`config.mk`:
```
export PLATFORM = sky130hd
export DESIGN_NAME = ans_stage_combiner
export DESIGN_NICKNAME = d
export VERILOG_FILES = /design/src/rtl/ans_stage_combiner.sv
export SDC_FILE = /design/constraint.sdc
export NUM_CORES = 1
export LEC_CHECK = 0
export ABC_AREA = 0
export ABC_CLOCK_PERIOD_IN_PS = 6850
export BUFFER_PORTS_ARGS = -buffer_cell sky130_fd_sc_hd__buf_2
export CORE_MARGIN = 3
export CORE_UTILIZATION = 52
export DETAILED_ROUTE_END_ITERATION = 16
export MAX_ROUTING_LAYER = met4
export PLACE_DENSITY_LB_ADDON = 0.12
export SETUP_SLACK_MARGIN = 0.15
export SYNTH_ARGS = -nofsm -noshare
export SYNTH_HDL_FRONTEND = slang
export SYNTH_SLANG_ARGS = --single-unit
```
`constraint.sdc`:
```
create_clock -name clk -period 6.85 [get_ports clk]
set_input_delay 0.3425 -clock clk [delete_from_list [all_inputs] [get_ports clk]]
set_output_delay 0.3425 -clock clk [all_outputs]
set_load 0.01 [all_outputs]
```
`src/rtl/ans_stage_combiner.sv`:
```
// Aligns four sign-magnitude stage corrections, sums them and saturates the result to OUT_W bits.
// Latency: 3 clocks from in_vld to out_vld; accepts a new sample every cycle. Build option: ANS_STAGE_COMBINER_SATCNT_EN.
// Backpressure: none; the output driver must accept every out_vld strobe.
module ans_stage_combiner #(
    parameter int NIN   = 4,
    parameter int DLY0  = 3,
    parameter int DLY1  = 2,
    parameter int DLY2  = 1,
    parameter int DLY3  = 0,
    parameter int OUT_W = 16
) (
    input  logic             clk,
    input  logic             rst,
    input  logic             in_vld,
    input  logic [15:0]      C0,
    input  logic [15:0]      C1,
    input  logic [15:0]      C2,
    input  logic [15:0]      C3,
    input  logic             Csgn0,
    input  logic             Csgn1,
    input  logic             Csgn2,
    input  logic             Csgn3,
    output logic [OUT_W-1:0] sum,
    output logic             out_vld,
    output logic             sat,
    output logic             primed
`ifdef ANS_STAGE_COMBINER_SATCNT_EN
    ,
    input  logic             sat_clr,
    output logic [15:0]      sat_cnt
`endif
);

    localparam int M01  = (DLY0 > DLY1) ? DLY0 : DLY1;
    localparam int M23  = (DLY2 > DLY3) ? DLY2 : DLY3;
    localparam int MAXD = (M01 > M23) ? M01 : M23;
    localparam logic [3:0] MAXD4 = 4'(MAXD);
    localparam int MAXI = (1 << (OUT_W - 1)) - 1;
    localparam int MINI = -(1 << (OUT_W - 1));
    localparam logic [OUT_W-1:0] MAXW = {1'b0, {(OUT_W - 1){1'b1}}};
    localparam logic [OUT_W-1:0] MINW = {1'b1, {(OUT_W - 1){1'b0}}};

    logic        [15:0] mag  [NIN];
    logic               sgn  [NIN];
    logic signed [16:0] term [NIN];
    logic signed [16:0] tap  [NIN];
    logic signed [16:0] t    [NIN];
    logic signed [17:0] p01, p23;
    logic signed [18:0] full;
    logic signed [31:0] full_ext;
    logic               clip_hi, clip_lo;
    logic [OUT_W-1:0]   clipped;
    logic [3:0]         pcnt;
    logic               take, v1, v2;

    assign mag[0] = C0;
    assign mag[1] = C1;
    assign mag[2] = C2;
    assign mag[3] = C3;
    assign sgn[0] = Csgn0;
    assign sgn[1] = Csgn1;
    assign sgn[2] = Csgn2;
    assign sgn[3] = Csgn3;

    // Negating a zero magnitude yields plain zero, so no -0 can escape.
    always_comb begin
        for (int i = 0; i < NIN; i++) begin
            term[i] = $signed({1'b0, mag[i]});
            if (sgn[i]) term[i] = -term[i];
        end
    end

    for (genvar gi = 0; gi < NIN; gi++) begin : g_dl
        localparam int D = (gi == 0) ? DLY0 : (gi == 1) ? DLY1 : (gi == 2) ? DLY2 : DLY3;
        if (D == 0) begin : g_nodly
            assign tap[gi] = term[gi];
        end else begin : g_dly
            logic signed [16:0] sr [D];
            always_ff @(posedge clk) begin
                if (rst) begin
                    for (int k = 0; k < D; k++) sr[k] <= '0;
                end else if (in_vld) begin
                    sr[0] <= term[gi];
                    for (int k = 1; k < D; k++) sr[k] <= sr[k-1];
                end
            end
            assign tap[gi] = sr[D-1];
        end
    end

    // A sample only produces output once every delay line holds real history.
    assign take = in_vld && (pcnt == MAXD4);

    always_ff @(posedge clk) begin
        if (rst) begin
            pcnt <= '0;
        end else if (in_vld && (pcnt != MAXD4)) begin
            pcnt <= pcnt + 4'd1;
        end
    end

    always_ff @(posedge clk) begin
        if (rst) begin
            for (int i = 0; i < NIN; i++) t[i] <= '0;
            p01 <= '0;
            p23 <= '0;
            v1  <= 1'b0;
            v2  <= 1'b0;
        end else begin
            if (in_vld) begin
                for (int i = 0; i < NIN; i++) t[i] <= tap[i];
            end
            p01 <= 18'(t[0]) + 18'(t[1]);
            p23 <= 18'(t[2]) + 18'(t[3]);
            v1  <= take;
            v2  <= v1;
        end
    end

    assign full     = 19'(p01) + 19'(p23);
    assign full_ext = 32'(full);
    assign clip_hi  = full_ext > MAXI;
    assign clip_lo  = full_ext < MINI;
    assign clipped  = clip_hi ? MAXW : (clip_lo ? MINW : full[OUT_W-1:0]);

    always_ff @(posedge clk) begin
        if (rst) begin
            sum     <= '0;
            out_vld <= 1'b0;
            sat     <= 1'b0;
            primed  <= 1'b0;
        end else begin
            out_vld <= v2;
            sat     <= v2 && (clip_hi || clip_lo);
            primed  <= primed || v2;
            if (v2) sum <= clipped;
        end
    end

`ifdef ANS_STAGE_COMBINER_SATCNT_EN
    always_ff @(posedge clk) begin
        if (rst || sat_clr) begin
            sat_cnt <= '0;
        end else if (v2 && (clip_hi || clip_lo) && (sat_cnt != 16'hFFFF)) begin
            sat_cnt <= sat_cnt + 16'd1;
        end
    end
`endif

endmodule

```
---- After elaboration in Yosys (flattened, before gate mapping) ----
Memories as Yosys holds them, arrays and structs flattened.
Cells that the tools add are included.
storage, ports and cells
  register bits ........................... 61
  latch bits .............................. 0
  bits in writable memories ............... 170
  memory bits (read-only) ................. 0
  input bits .............................. 71
  output and inout port bits .............. 19
  logic and storage cells ................. 62
  memories ................................ 4
memory list
  name              depth  bits a word  read ports  clocked after Yosys merged registers in  write ports  line  source
  t                 4      17           4           0                                        4            47    logic signed [16:0] t [NIN];
  g_dl[0].g_dly.sr  3      17           3           0                                        3            78    logic signed [16:0] sr [D];
  g_dl[1].g_dly.sr  2      17           2           0                                        2            78
  g_dl[2].g_dly.sr  1      17           1           0                                        1            78
cells by class
  $add $sub $neg .......................... 8
  $mul .................................... 0
  divide/modulo/power cells ............... 0
  order comparisons ....................... 2
  eq/ne operators ......................... 2
  shift operators ......................... 0
  mux-type cells .......................... 22
  bitwise logic cells ..................... 9
  reduce and logical (&&, ||, !) cells .... 6
operators by type and width
  kind                    number
  $mux W17                14
  $neg A16 Y17            4
  $add A17 B17 Y18        2
  $mux W16                2
  $add A18 B18 Y19        1
  $gt A19 B16 Y1 const B  1
  $lt A19 B16 Y1 const B  1
  $reduce_or A17 Y1       1
  $or A1 B1 Y1            9
  $mux W1                 6
  $add A4 B1 Y4 const B   1
  $eq A4 B2 Y1 const B    1
  $ne A4 B2 Y1 const B    1
  $logic_and A1 B1 Y1     3
  $logic_or A1 B1 Y1      2

---- Depth between registers and ports, before layout ----
  depth in word-level cells ............... 5
  gate-level depth with buffers ........... 12
  mapped depth without buffers ............ 11

---- Least setup slack after synthesis ----
No wires, ideal clock.
  kind .................................... input -> register
  from .................................... in rst
  to ...................................... mem g_dl[0].g_dly.sr[0][0], enable pin
  library setup time ...................... 459 ps
  data arrival time ....................... 2723 ps
  data required time ...................... 6391 ps
  slack ................................... 3668 ps
  cell stages on the path ................. 2
  buffers on the path ..................... 1
  cells stage by stage .................... clkbuf_1 -> or2_2
RTL lines
  what             line  source
  start, declared  13    input logic rst,
  end, declared    78

---- Worst setup path in the final report ----
  from .................................... reg p01[0]
  to ...................................... reg sum[4]
between the ends
  cells in the longest elaborated chain, start to end .. 4
  elaborated cells on any way between the ends .. 5
  those cells by class .................... add/sub: 1; order compare: 2; mux: 2
ends and longest elaborated chain
  what                    line  source
  start, declared         48    logic signed [17:0] p01, p23;
  start signal, assigned  113   p01 <= 18'(t[0]) + 18'(t[1]);
  $add A18 B18 Y19 (*)    120   assign full = 19'(p01) + 19'(p23);
  $lt A19 B16 Y1          123   assign clip_lo = full_ext < MINI;
  $mux W16                124   assign clipped = clip_hi ? MAXW : (clip_lo ? MINW : full[OUT_W-1:0]);
  $mux W16 (*)            124
  end signal, assigned    136   if (v2) sum <= clipped;
  end, declared           23    output logic [OUT_W-1:0] sum,
Every way passes the cells marked *; elsewhere a longest branch is shown, timed or not.
A chain may end at the register's enable or synchronous reset.

==> results.py <==
metrics = {
    "sta": {
        "finalSetupViolCount": 0,
        "max_clock_freq_mhz": 323.1,
        "hold_slack_ps": 150.0,
        "tns_ps": 0,
        "period_share_pct": 45.18,
        "rsz0062_at_grt": "false",
        "clock_skew_ps": 16.17,
        "min_period_ps": 3095,
        "relSlewSlack_pct": 41.38,
        "drv_slew": 0,
        "hold_viol": 0,
        "worstMarginPinSlew_ps": 879.2,
        "setup_ws_ps": 3755,
    },
    "synth": {
        "avgSynthCellArea_um2": 11.13,
        "ys_types": 68,
        "synth_top_cell_by_area": "edfxtp_1",
        "synth-seq-cells": 231,
        "post-synth-top-area-fraction_pct": 43.82,
        "synthArstFlopShare_pct": 0,
        "synth_commonest_cells": "170 x edfxtp_1, 142 x nor2_1, 106 x and2_1, 65 x xor2_1, 61 x dfxtp_1",
        "synth_area_leaders": "edfxtp_1 44%, dfxtp_1 10%, ha_1 6.1%, and2_1 5.7%, xor2_1 4.9%",
        "synth_edf_count": 170,
        "synth_nets": 1178,
        "ys_seq_area_share_pct": 54.31,
        "synth.most_common_cell": "edfxtp_1",
        "synthesis.area_um2": 11650,
        "ys.flop_type": "edfxtp_1",
        "ys_warn_count": 0,
        "synthesis.instances": 1047,
    },
    "layout": {
        "layout.nets": 1261,
        "drive_gt1_share_pct": 14.81,
        "area_growth_syn_to_layout_pct": 13.22,
        "fillers": 1828,
        "design_area_um2": 13190,
    },
    "placed_design": {
        "gp_congestion": 0.8776,
        "io_buffers": 89,
        "pre_cts_slack_ps": 3754,
        "place_hpwl_mm": 14.62,
        "placed_cell_area_um2": 12340,
    },
    "clock_network": {
        "path_clk_slew_ps": 60,
        "cts-root-buf": "clkbuf_16",
        "tritoncts": "yes",
        "hold_buffers": 0,
        "clk_latency_ps": 520,
        "ctsHtreeMaxLevel": 1,
        "cts_sinks": 231,
        "cts-resized-gates": 0,
        "cts_buffers": 24,
        "cts_buffer_depth": 3,
        "cts_setup_buffers": 0,
    },
    "global_route": {
        "grt_usage_pct": 17.73,
        "grt-ovfl-total": 0,
        "grt_max_degree": 107,
        "antenna_found_initial": 2,
        "grt_pass1_wl_mm": 34.80,
        "grt_pass1_vias": 7259,
    },
    "routing": {
        "post_drt_wl_per_cell_um": 14.36,
        "ant_nets": 0,
        "via_per_inst": 5.262,
        "drt_iter0_drc": 426,
        "num_vias": 7524,
        "routed_wl_mm": 20.53,
        "first_pass_iters": 7,
        "remaining_drc_errors": 0,
    },
    "critical_path": {
        "crit_type": "register to register",
        "setup.worst_path.start_class": "register",
        "end_kind": "register",
        "arrival_ps": 3450,
        "required_ps": 7200,
        "worst-path-max-fanout": 19,
    },
    "worst_hold_path": {
        "min_path_type": "input pin to register",
    },
    "floorplanning": {
        "fp.dieH_um": 155.7,
        "core_area_um2": 21890,
        "die_area_um2": 24230,
        "die_x_um": 155.7,
        "row_count": 54,
        "start_util_pct": 53.21,
        "pin_count": 90,
    },
    "power_and_ir_drop": {
        "p_leak_nw": 5.445,
        "p_per_area_nw_per_um2": 265.8,
        "ir_drop_mv": 0.1777,
    },
    "run": {
        "maxCapViolations": 0,
    },
    "run_status": {
        "status": "finished clean",
    },
}
-- worst max-delay path: stages (launching register included) --
cell and delay, ps:
dfxtp_1 300, ha_1 220, inv_1 70, fa_1 240, nor2b_4 60, o31ai_2 250
a21oi_1 110, nor2_1 210, o2111ai_1 170, o221a_2 420, a21boi_2 720, a211oi_1 160
-- cells in the final DEF, fill, tap and decap left out, types with 4 or more instances in the layout --
| cell type | count |
|---|---|
| o21bai_1 | 4 |
| clkbuf_16 | 24 |
| o311a_1 | 4 |
| nand4_1 | 4 |
| dfxtp_1 | 61 |
| inv_1 | 34 |
| buf_2 | 89 |
| nand3_1 | 10 |
| nand2b_1 | 10 |
| o41ai_1 | 7 |
| a211oi_1 | 7 |
| o211ai_1 | 5 |
| a21boi_0 | 8 |
| a21oi_1 | 29 |
| nor2_1 | 142 |
| buf_4 | 5 |
| or3_1 | 9 |
| o21a_1 | 11 |
| nor3_1 | 25 |
| edfxtp_1 | 170 |
| and3_1 | 5 |
| or4_1 | 9 |
| xor2_1 | 65 |
| o31ai_1 | 19 |
| ha_1 | 57 |
| mux2i_1 | 4 |
| xnor2_1 | 25 |
| nor2b_1 | 12 |
| o21ai_0 | 41 |
| o21ai_1 | 9 |
| a21o_1 | 13 |
| and2_1 | 106 |
| bufinv_16 | 4 |
| a211oi_2 | 11 |
| nand2_1 | 40 |
-- metal layers --
layer  GRT usage (%)  vias to the layer above  share of wire (%)
met3           2.829                       35                4.7
met5               -                        -                  0
met4           5.211                        0                2.5
met2           28.29                      139                 46
li1                -                     3922                  -
met1           23.67                     3428                 47
-- kinds of logic after synthesis --
| group | count (synthesis) | share of synthesized area (%) |
|---|---|---|
| xor+xnor | 90 | 6.767 |
| compound gates | 198 | 12.15 |
| mux | 5 | 0.4404 |
| fa+ha+maj | 60 | 6.638 |
| flops | 231 | 54.31 |
| simple gates | 392 | 17.27 |
| buf+inv | 71 | 2.427 |
-- sequential cells by signal (all words and copies together) (netlist names) --
name,count
out_vld,1
g_dl.g_dly.sr,102
p23,18
pcnt,4
v2,1
primed,1
t,68
p01,18
sum,16
sat,1
v1,1
-- stage by stage --
stage / cells / util, % / total power, W
CTS: 1428 / 60.23 / 0.003545
detailed placement: 1384 / 56.37 / 0.002181
floorplan: 1047 / - / 0.002044
global placement: 1384 / 56.37 / 0.002176
finish: 1430 / 60.25 / 0.003506
global route: 1430 / 60.25 / 0.003680
-- power breakdown --
group          switching, W  leakage (nW)  internal, W
sequential        0.0000324          2.36      0.00161
combinational      0.000304          2.68     0.000201
clock              0.000522         0.406     0.000832
-- cell type report --
| cell class | count | area, um2 | area share (%) |
|---|---|---|---|
| Sequential cell | 231 | 6326 | 47.97 |
| Multi-Input combinational cell | 745 | 5052 | 38.31 |
| Clock buffer | 31 | 658.1 | 4.990 |
| Timing Repair Buffer | 94 | 483.0 | 3.662 |
| Tap cell | 280 | 350.3 | 2.656 |
| Clock inverter | 13 | 186.4 | 1.414 |
| Inverter | 34 | 127.6 | 0.9676 |
| Antenna cell | 2 | 5.005 | 0.03795 |
-- path summary, 6_finish.rpt --
check                         start             endpoint  slack (ps)  cells past startpoint
setup / recovery  p01[0]$_SDFF_PP0_  sum[4]$_SDFFE_PP0P_        3750                     11
setup reg to reg  p01[0]$_SDFF_PP0_  sum[4]$_SDFFE_PP0P_        3750                     11
hold / removal               in_vld        v1$_SDFF_PP0_         150                      3
hold reg to reg       v1$_SDFF_PP0_        v2$_SDFF_PP0_         460                      1
No activity file was read; power rests on OpenSTA's default activity.
